## src/rtl/cipher_pkg.sv

```systemverilog
// Shared definitions for the multi-LFSR stream cipher link.
// Used by both the receive deframer and the transmit encryptor.
package cipher_pkg;

  localparam int          WARMUP        = 16;
  localparam logic [7:0]  SYNC_BYTE     = 8'h5A;
  localparam logic [7:0]  ZERO_SEED_SUB = 8'h01;

  // Feedback taps: L1 b7^b5^b4^b3, L2 b7^b6^b5^b0, L3 b7^b5^b4^b2
  localparam logic [7:0]  TAP_L1 = 8'hB8;
  localparam logic [7:0]  TAP_L2 = 8'hE1;
  localparam logic [7:0]  TAP_L3 = 8'hB4;

  typedef enum logic [2:0] {
    S_HUNT,
    S_IV1,
    S_IV2,
    S_IV3,
    S_LEN,
    S_WARM,
    S_DATA
  } state_t;

  localparam logic [7:0] SBOX [256] = '{
    8'h63, 8'h7c, 8'h77, 8'h7b, 8'hf2, 8'h6b, 8'h6f, 8'hc5,
    8'h30, 8'h01, 8'h67, 8'h2b, 8'hfe, 8'hd7, 8'hab, 8'h76,
    8'hca, 8'h82, 8'hc9, 8'h7d, 8'hfa, 8'h59, 8'h47, 8'hf0,
    8'had, 8'hd4, 8'ha2, 8'haf, 8'h9c, 8'ha4, 8'h72, 8'hc0,
    8'hb7, 8'hfd, 8'h93, 8'h26, 8'h36, 8'h3f, 8'hf7, 8'hcc,
    8'h34, 8'ha5, 8'he5, 8'hf1, 8'h71, 8'hd8, 8'h31, 8'h15,
    8'h04, 8'hc7, 8'h23, 8'hc3, 8'h18, 8'h96, 8'h05, 8'h9a,
    8'h07, 8'h12, 8'h80, 8'he2, 8'heb, 8'h27, 8'hb2, 8'h75,
    8'h09, 8'h83, 8'h2c, 8'h1a, 8'h1b, 8'h6e, 8'h5a, 8'ha0,
    8'h52, 8'h3b, 8'hd6, 8'hb3, 8'h29, 8'he3, 8'h2f, 8'h84,
    8'h53, 8'hd1, 8'h00, 8'hed, 8'h20, 8'hfc, 8'hb1, 8'h5b,
    8'h6a, 8'hcb, 8'hbe, 8'h39, 8'h4a, 8'h4c, 8'h58, 8'hcf,
    8'hd0, 8'hef, 8'haa, 8'hfb, 8'h43, 8'h4d, 8'h33, 8'h85,
    8'h45, 8'hf9, 8'h02, 8'h7f, 8'h50, 8'h3c, 8'h9f, 8'ha8,
    8'h51, 8'ha3, 8'h40, 8'h8f, 8'h92, 8'h9d, 8'h38, 8'hf5,
    8'hbc, 8'hb6, 8'hda, 8'h21, 8'h10, 8'hff, 8'hf3, 8'hd2,
    8'hcd, 8'h0c, 8'h13, 8'hec, 8'h5f, 8'h97, 8'h44, 8'h17,
    8'hc4, 8'ha7, 8'h7e, 8'h3d, 8'h64, 8'h5d, 8'h19, 8'h73,
    8'h60, 8'h81, 8'h4f, 8'hdc, 8'h22, 8'h2a, 8'h90, 8'h88,
    8'h46, 8'hee, 8'hb8, 8'h14, 8'hde, 8'h5e, 8'h0b, 8'hdb,
    8'he0, 8'h32, 8'h3a, 8'h0a, 8'h49, 8'h06, 8'h24, 8'h5c,
    8'hc2, 8'hd3, 8'hac, 8'h62, 8'h91, 8'h95, 8'he4, 8'h79,
    8'he7, 8'hc8, 8'h37, 8'h6d, 8'h8d, 8'hd5, 8'h4e, 8'ha9,
    8'h6c, 8'h56, 8'hf4, 8'hea, 8'h65, 8'h7a, 8'hae, 8'h08,
    8'hba, 8'h78, 8'h25, 8'h2e, 8'h1c, 8'ha6, 8'hb4, 8'hc6,
    8'he8, 8'hdd, 8'h74, 8'h1f, 8'h4b, 8'hbd, 8'h8b, 8'h8a,
    8'h70, 8'h3e, 8'hb5, 8'h66, 8'h48, 8'h03, 8'hf6, 8'h0e,
    8'h61, 8'h35, 8'h57, 8'hb9, 8'h86, 8'hc1, 8'h1d, 8'h9e,
    8'he1, 8'hf8, 8'h98, 8'h11, 8'h69, 8'hd9, 8'h8e, 8'h94,
    8'h9b, 8'h1e, 8'h87, 8'he9, 8'hce, 8'h55, 8'h28, 8'hdf,
    8'h8c, 8'ha1, 8'h89, 8'h0d, 8'hbf, 8'he6, 8'h42, 8'h68,
    8'h41, 8'h99, 8'h2d, 8'h0f, 8'hb0, 8'h54, 8'hbb, 8'h16
  };

  function automatic logic [7:0] lfsr_step(
    input logic [7:0] v,
    input logic [7:0] taps
  );
    return {v[6:0], ^(v & taps)};
  endfunction

  // An all-zero LFSR would lock up, so it is replaced.
  function automatic logic [7:0] fix_seed(input logic [7:0] s);
    return (s == 8'h00) ? ZERO_SEED_SUB : s;
  endfunction

endpackage

```

## src/rtl/keystream_gen.sv

```systemverilog
// Three Fibonacci LFSRs combined by XOR and whitened through the AES S-box.
// Shared unchanged between the transmit encryptor and the receive deframer.
module keystream_gen
  import cipher_pkg::*;
(
  input  logic       clk,
  input  logic       rst,
  input  logic       load,
  input  logic [7:0] seed1,
  input  logic [7:0] seed2,
  input  logic [7:0] seed3,
  input  logic       step,
  output logic [7:0] ks
);

  logic [7:0] l1_q, l1_d;
  logic [7:0] l2_q, l2_d;
  logic [7:0] l3_q, l3_d;

  always_comb begin
    l1_d = l1_q;
    l2_d = l2_q;
    l3_d = l3_q;
    if (load) begin
      l1_d = seed1;
      l2_d = seed2;
      l3_d = seed3;
    end else if (step) begin
      l1_d = lfsr_step(l1_q, TAP_L1);
      l2_d = lfsr_step(l2_q, TAP_L2);
      l3_d = lfsr_step(l3_q, TAP_L3);
    end
  end

  always_ff @(posedge clk) begin
    if (rst) begin
      l1_q <= '0;
      l2_q <= '0;
      l3_q <= '0;
    end else begin
      l1_q <= l1_d;
      l2_q <= l2_d;
      l3_q <= l3_d;
    end
  end

  assign ks = SBOX[l1_q ^ l2_q ^ l3_q];

endmodule

```

## src/rtl/cipher_rx_deframer.sv

```systemverilog
// Receive deframer: hunts for SYNC, seeds the keystream from key^IV,
// warms it up and decrypts the payload into a registered output stage.
module cipher_rx_deframer
  import cipher_pkg::*;
(
  input  logic       clk,
  input  logic       rst,
  input  logic [7:0] key1,
  input  logic [7:0] key2,
  input  logic [7:0] key3,
  input  logic [7:0] in_data,
  input  logic       in_valid,
  output logic       in_ready,
  output logic [7:0] out_data,
  output logic       out_valid,
  input  logic       out_ready,
  output logic       out_last,
  output logic       frame_done,
  output logic       err_len,
  output logic       busy
);

  localparam int             WARM_W    = $clog2(WARMUP);
  localparam logic [WARM_W-1:0] WARM_LAST = WARM_W'(WARMUP - 1);

  state_t            state_q, state_d;
  logic [7:0]        iv1_q, iv1_d;
  logic [7:0]        iv2_q, iv2_d;
  logic [7:0]        iv3_q, iv3_d;
  logic [7:0]        rem_q, rem_d;
  logic [WARM_W-1:0] warm_q, warm_d;
  logic [7:0]        odata_q, odata_d;
  logic              ovalid_q, ovalid_d;
  logic              olast_q, olast_d;
  logic              errl_q, errl_d;

  logic       accept;
  logic       ks_load;
  logic       ks_step;
  logic [7:0] ks;

  always_comb begin
    in_ready = 1'b0;
    if (!rst) begin
      unique case (state_q)
        S_HUNT, S_IV1, S_IV2,
        S_IV3, S_LEN: in_ready = 1'b1;
        S_DATA:       in_ready = !ovalid_q || out_ready;
        default:      in_ready = 1'b0;
      endcase
    end
  end

  assign accept = in_valid && in_ready;

  always_comb begin
    state_d  = state_q;
    iv1_d    = iv1_q;
    iv2_d    = iv2_q;
    iv3_d    = iv3_q;
    rem_d    = rem_q;
    warm_d   = warm_q;
    odata_d  = odata_q;
    ovalid_d = ovalid_q;
    olast_d  = olast_q;
    errl_d   = 1'b0;
    ks_load  = 1'b0;
    ks_step  = 1'b0;

    // Drain happens in any state; a DATA accept below reloads it.
    if (ovalid_q && out_ready) begin
      ovalid_d = 1'b0;
      olast_d  = 1'b0;
    end

    unique case (state_q)
      S_HUNT: begin
        if (accept && in_data == SYNC_BYTE) state_d = S_IV1;
      end
      S_IV1: begin
        if (accept) begin
          iv1_d   = in_data;
          state_d = S_IV2;
        end
      end
      S_IV2: begin
        if (accept) begin
          iv2_d   = in_data;
          state_d = S_IV3;
        end
      end
      S_IV3: begin
        if (accept) begin
          iv3_d   = in_data;
          ks_load = 1'b1;
          state_d = S_LEN;
        end
      end
      S_LEN: begin
        if (accept) begin
          rem_d  = in_data;
          warm_d = '0;
          if (in_data == 8'h00) begin
            errl_d  = 1'b1;
            state_d = S_HUNT;
          end else begin
            state_d = S_WARM;
          end
        end
      end
      S_WARM: begin
        ks_step = 1'b1;
        warm_d  = warm_q + 1'b1;
        if (warm_q == WARM_LAST) state_d = S_DATA;
      end
      S_DATA: begin
        if (accept) begin
          odata_d  = in_data ^ ks;
          ovalid_d = 1'b1;
          olast_d  = (rem_q == 8'd1);
          rem_d    = rem_q - 8'd1;
          ks_step  = 1'b1;
          if (rem_q == 8'd1) state_d = S_HUNT;
        end
      end
      default: state_d = S_HUNT;
    endcase
  end

  always_ff @(posedge clk) begin
    if (rst) begin
      state_q  <= S_HUNT;
      iv1_q    <= '0;
      iv2_q    <= '0;
      iv3_q    <= '0;
      rem_q    <= '0;
      warm_q   <= '0;
      odata_q  <= '0;
      ovalid_q <= 1'b0;
      olast_q  <= 1'b0;
      errl_q   <= 1'b0;
    end else begin
      state_q  <= state_d;
      iv1_q    <= iv1_d;
      iv2_q    <= iv2_d;
      iv3_q    <= iv3_d;
      rem_q    <= rem_d;
      warm_q   <= warm_d;
      odata_q  <= odata_d;
      ovalid_q <= ovalid_d;
      olast_q  <= olast_d;
      errl_q   <= errl_d;
    end
  end

  keystream_gen u_ks (
    .clk   (clk),
    .rst   (rst),
    .load  (ks_load),
    .seed1 (fix_seed(key1 ^ iv1_q)),
    .seed2 (fix_seed(key2 ^ iv2_q)),
    .seed3 (fix_seed(key3 ^ in_data)),
    .step  (ks_step),
    .ks    (ks)
  );

  assign out_data   = odata_q;
  assign out_valid  = ovalid_q;
  assign out_last   = olast_q;
  assign err_len    = errl_q;
  assign busy       = (state_q != S_HUNT);
  assign frame_done = !rst && ovalid_q && out_ready && olast_q;

endmodule

```

## config.mk

```make
export PLATFORM = sky130hd
export DESIGN_NAME = cipher_rx_deframer
export DESIGN_NICKNAME = d
export VERILOG_FILES = /design/src/rtl/cipher_pkg.sv /design/src/rtl/keystream_gen.sv /design/src/rtl/cipher_rx_deframer.sv
export SDC_FILE = /design/constraint.sdc
export NUM_CORES = 1
export LEC_CHECK = 0
export CAP_MARGIN = 20
export CORE_ASPECT_RATIO = 0.75
export CORE_MARGIN = 2
export CORE_UTILIZATION = 34
export CTS_CLUSTER_SIZE = 14
export DETAILED_ROUTE_END_ITERATION = 8
export GPL_TIMING_DRIVEN = 0
export PLACE_DENSITY = 0.53
export SYNTH_ARGS = -nofsm -noshare
export SYNTH_HDL_FRONTEND = slang
export SYNTH_SLANG_ARGS = --single-unit
```

## constraint.sdc

```tcl
create_clock -name clk -period 3.9 [get_ports clk]
set_input_delay 0.78 -clock clk [delete_from_list [all_inputs] [get_ports clk]]
set_output_delay 0.78 -clock clk [all_outputs]
set_load 0.01 [all_outputs]
```

==> key figures <==
Outcome
  • Status: complete, no violations

Timing
  • Crit share post-route: 0.9980
  • Tmin final: 3892 ps
  • Slew margin rel.: 0.1759
  • Worst hold slack: 492.8 ps
  • Setup TNS: 0 ps
  • Clk_skew: 4.532 ps
  • Final setup viols: 0
  • Final WS setup: 7.612 ps
  • Max Freq: 0.2569 GHz
  • Pin slew with the least headroom to its limit: 1232 ps
  • Fin. max-slew vios: 0
  • RSZ-0062 raised after global routing: false
  • Hold Vio Cnt, Final: 0

Synthesis
  • Cell area after synthesis: 0.006938 mm2
  • Synth area leaders: dfxtp_1, nor2_1, a21oi_1
  • Synthesis Warnings: 0
  • Seq cells post-synth: 66
  • Sequential share of the synthesized area: 0.1904
  • Post-synth top area share: 0.1904
  • Main synth FF type: dfxtp_1
  • Distinct cells, synth: 80
  • Syn Nets: 1014
  • Synthesized area per cell: 7.219 um2
  • Number of enable flip-flop cells after synthesis: 0
  • Syn Inst Count: 961
  • Top cell type by total area after synthesis: dfxtp_1
  • Asr flop ratio synth: 0

Clocking
  • Number of H-tree levels: 3
  • Clk_lat worst skew: 330 ps
  • Clock sink count: 66
  • CTS root buffer: clkbuf_16
  • Clock buffer depth: 2
  • Clock-pin slew on the worst setup and hold paths: 50 ps
  • Post-CTS setup buffers: 0
  • CTS tree: yes
  • TritonCTS Buffers: 9

Finish
  • Commonest non-fill, non-tap cell in the layout: nor2_1
  • Share of cells above drive strength 1: 0.1055
  • Most frequent cells in the layout: nor2_1, nand2_1, a21oi_1, o21ai_0, dfxtp_1
  • Layout area overhead: 16.41%
  • Util after Layout: 0.4018
  • Fillcell total: 2173
  • Number of diodes: 0
  • Layout net count: 1066
  • Post-route cell area: 0.008077 mm2
  • Non-Filler Instances: 1272

Setup path
  • Worst Setup End Kind: register
  • WP data arrival: 4140 ps
  • CP Buf/Inv Count: 3
  • Reg2reg path depth: 12
  • CP required: 4150 ps
  • Register-to-register setup slack: 8 ps
  • Reg2reg start: u_ks.l1_q[0]
  • CP startpoint: u_ks.l1_q[0]
  • Worst path most repeated cell: a211oi_2
  • CP cell instances: xor3_2, inv_2, buf_4, ha_1, inv_1, nor2_1, nor3_1, o31ai_1, a2111oi_1, a211oi_2, xnor2_1, a211oi_2
  • Worst path top cell family by delay: compound AO/OA/AOI/OAI gates
  • Crit start category: register
  • CP max-delay cell: xor3_2
  • Crit Path Max Fanout: 13
  • Worst flop-to-flop path endpoint: out_data[1]
  • Worst path max stage delay: 530 ps
  • Setup Crit Path Kind: register to register

Hold path
  • HP Start: rem_q[6]
  • Hold path cells: 2
  • Hold EP: rem_q[6]
  • Min-delay worst type: register to register

Floorplanning
  • Die X: 168.9 um
  • # rows: 45
  • Io pins: 50
  • DIE AREA: 0.02158 mm2
  • Starting density of the core: 0.3452
  • Core region area: 0.02010 mm2
  • Die Height: 127.7 um

Route
  • DR WL/cell: 32.03 um
  • Detailed Route WL: 40740 um
  • Post-route ant nets: 0
  • Residual DRC count: 0
  • First-pass DRT Iterations: 9
  • DRT iter0 DRCs: 1633
  • Vias per std cell: 6.968
  • Via Count: 8863

Placement
  • Placed cell area: 0.007684 mm2
  • Place WS: -736.9 ps
  • GP Congestion: 1.096
  • Post-DP HPWL: 29870 um
  • Post-Place Cells: 1261
  • Number of I/O port buffers: 40

Pwr
  • Sw Ratio: 0.2225
  • Logic pwr share: 0.065
  • Clk pwr share: 0.492
  • Flop pwr share: 0.443
  • Power Dens Cells: 188.7 mW/mm2
  • P_int: 1.185 mW
  • P_sw: 0.3390 mW
  • Max VDD drop: 0.1726 mV
  • Post-layout power: 1.524 mW
  • LEAKAGE: 2.743 nW

Global routing
  • Initial antenna violation count: 2
  • Total GRT Usage: 0.3730
  • Grt ovf: 0
  • Largest net degree at the start of global routing: 18
  • Vias in the first global route: 8114
  • First-pass GRT wire length: 57960 um

Job
  • MaxCap Viol Count: 0
## worst min-delay path: stages (launching register included)
cell	delay, ps
dfxtp_1	320
inv_1	50
a221oi_1	60
## per-layer routing
| layer | up-vias | GRT usage | wire, um |
|---|---|---|---|
| li1 | 3723 | - | - |
| met3 | 160 | 0.1914 | 6788 |
| met1 | 4221 | 0.5325 | 17770 |
| met2 | 755 | 0.4713 | 14310 |
| met4 | 4 | 0.1187 | 1843 |
| met5 | - | 0 | 27 |
## area by class of cell
cell class | instances | area, um2 | area share
timing repair buffer | 42 | 422.9 | 0.05236
sequential | 66 | 1321 | 0.1636
clock buffer | 12 | 266.5 | 0.03300
buffer | 101 | 519.2 | 0.06429
tap | 258 | 322.8 | 0.03997
multi-input combinational | 781 | 5175 | 0.6407
inverter | 12 | 48.80 | 0.006042
## how the worst max path moves through the flow
stage / endpoint / slack, ps / cells after the start
finish: out_data[1] / 8 / 12
global route: out_data[1] / 20 / 12
CTS: out_data[2] / 20 / 12
detailed placement: out_data[1] / -740 / 13
global placement: out_data[1] / -990 / 13
floorplan: out_data[1] / 730 / 12
## flip-flops by register name (all words and copies together), names as in the netlist
name and cells:
u_ks.l2_q 8, iv1_q 8, out_last 1, out_valid 1, out_data 8, rem_q 8
iv2_q 8, u_ks.l3_q 8, err_len 1, state_q 3, u_ks.l1_q 8, warm_q 4
## cell usage after synthesis (all sizes together) (5+ instances only)
cell type / n
nor3b: 5
o211ai: 11
a2111oi: 6
o2111ai: 6
o22ai: 9
a311oi: 29
inv: 12
mux2i: 25
nor4: 9
nand3b: 8
nand2b: 5
xor2: 25
o21ai: 86
a31oi: 11
nor2b: 5
nand2: 83
a21oi: 78
a221oi: 14
nand3: 31
clkbuf: 51
o221ai: 12
nor2: 122
xor3: 6
and2: 6
buf: 51
ha: 17
nor3: 36
o31ai: 13
a32oi: 8
o311ai: 13
dfxtp: 66
xnor2: 24
a211oi: 24
## power by group through the flow
stage / Combinational (mW) / Clock [mW] / Sequential [mW]
after floorplan: 0.0436 / 0 / 0.689
after CTS: 0.0975 / 0.759 / 0.675
after global routing: 0.104 / 0.784 / 0.674
after detailed placement: 0.0967 / 0 / 0.689
after global placement: 0.0971 / 0 / 0.689
final: 0.0988 / 0.750 / 0.675
## kinds of logic (layout without fill, tap and decap cells)
family,count (synthesis),in the layout,share of synthesized area
simple gates,329,329,0.2234
compound gates,348,348,0.3407
buf+inv,114,167,0.07845
fa+ha+maj,17,17,0.03066
flops,66,66,0.1904
xor+xnor,58,58,0.09378
mux,29,29,0.04256
## timing repair
action	in CTS	in global routing
endpoints found under the setup margin	8	8
pin swaps	0	2
resized for setup	22	18
hold buffers	0	0
Power figures use the tool's default switching activity.
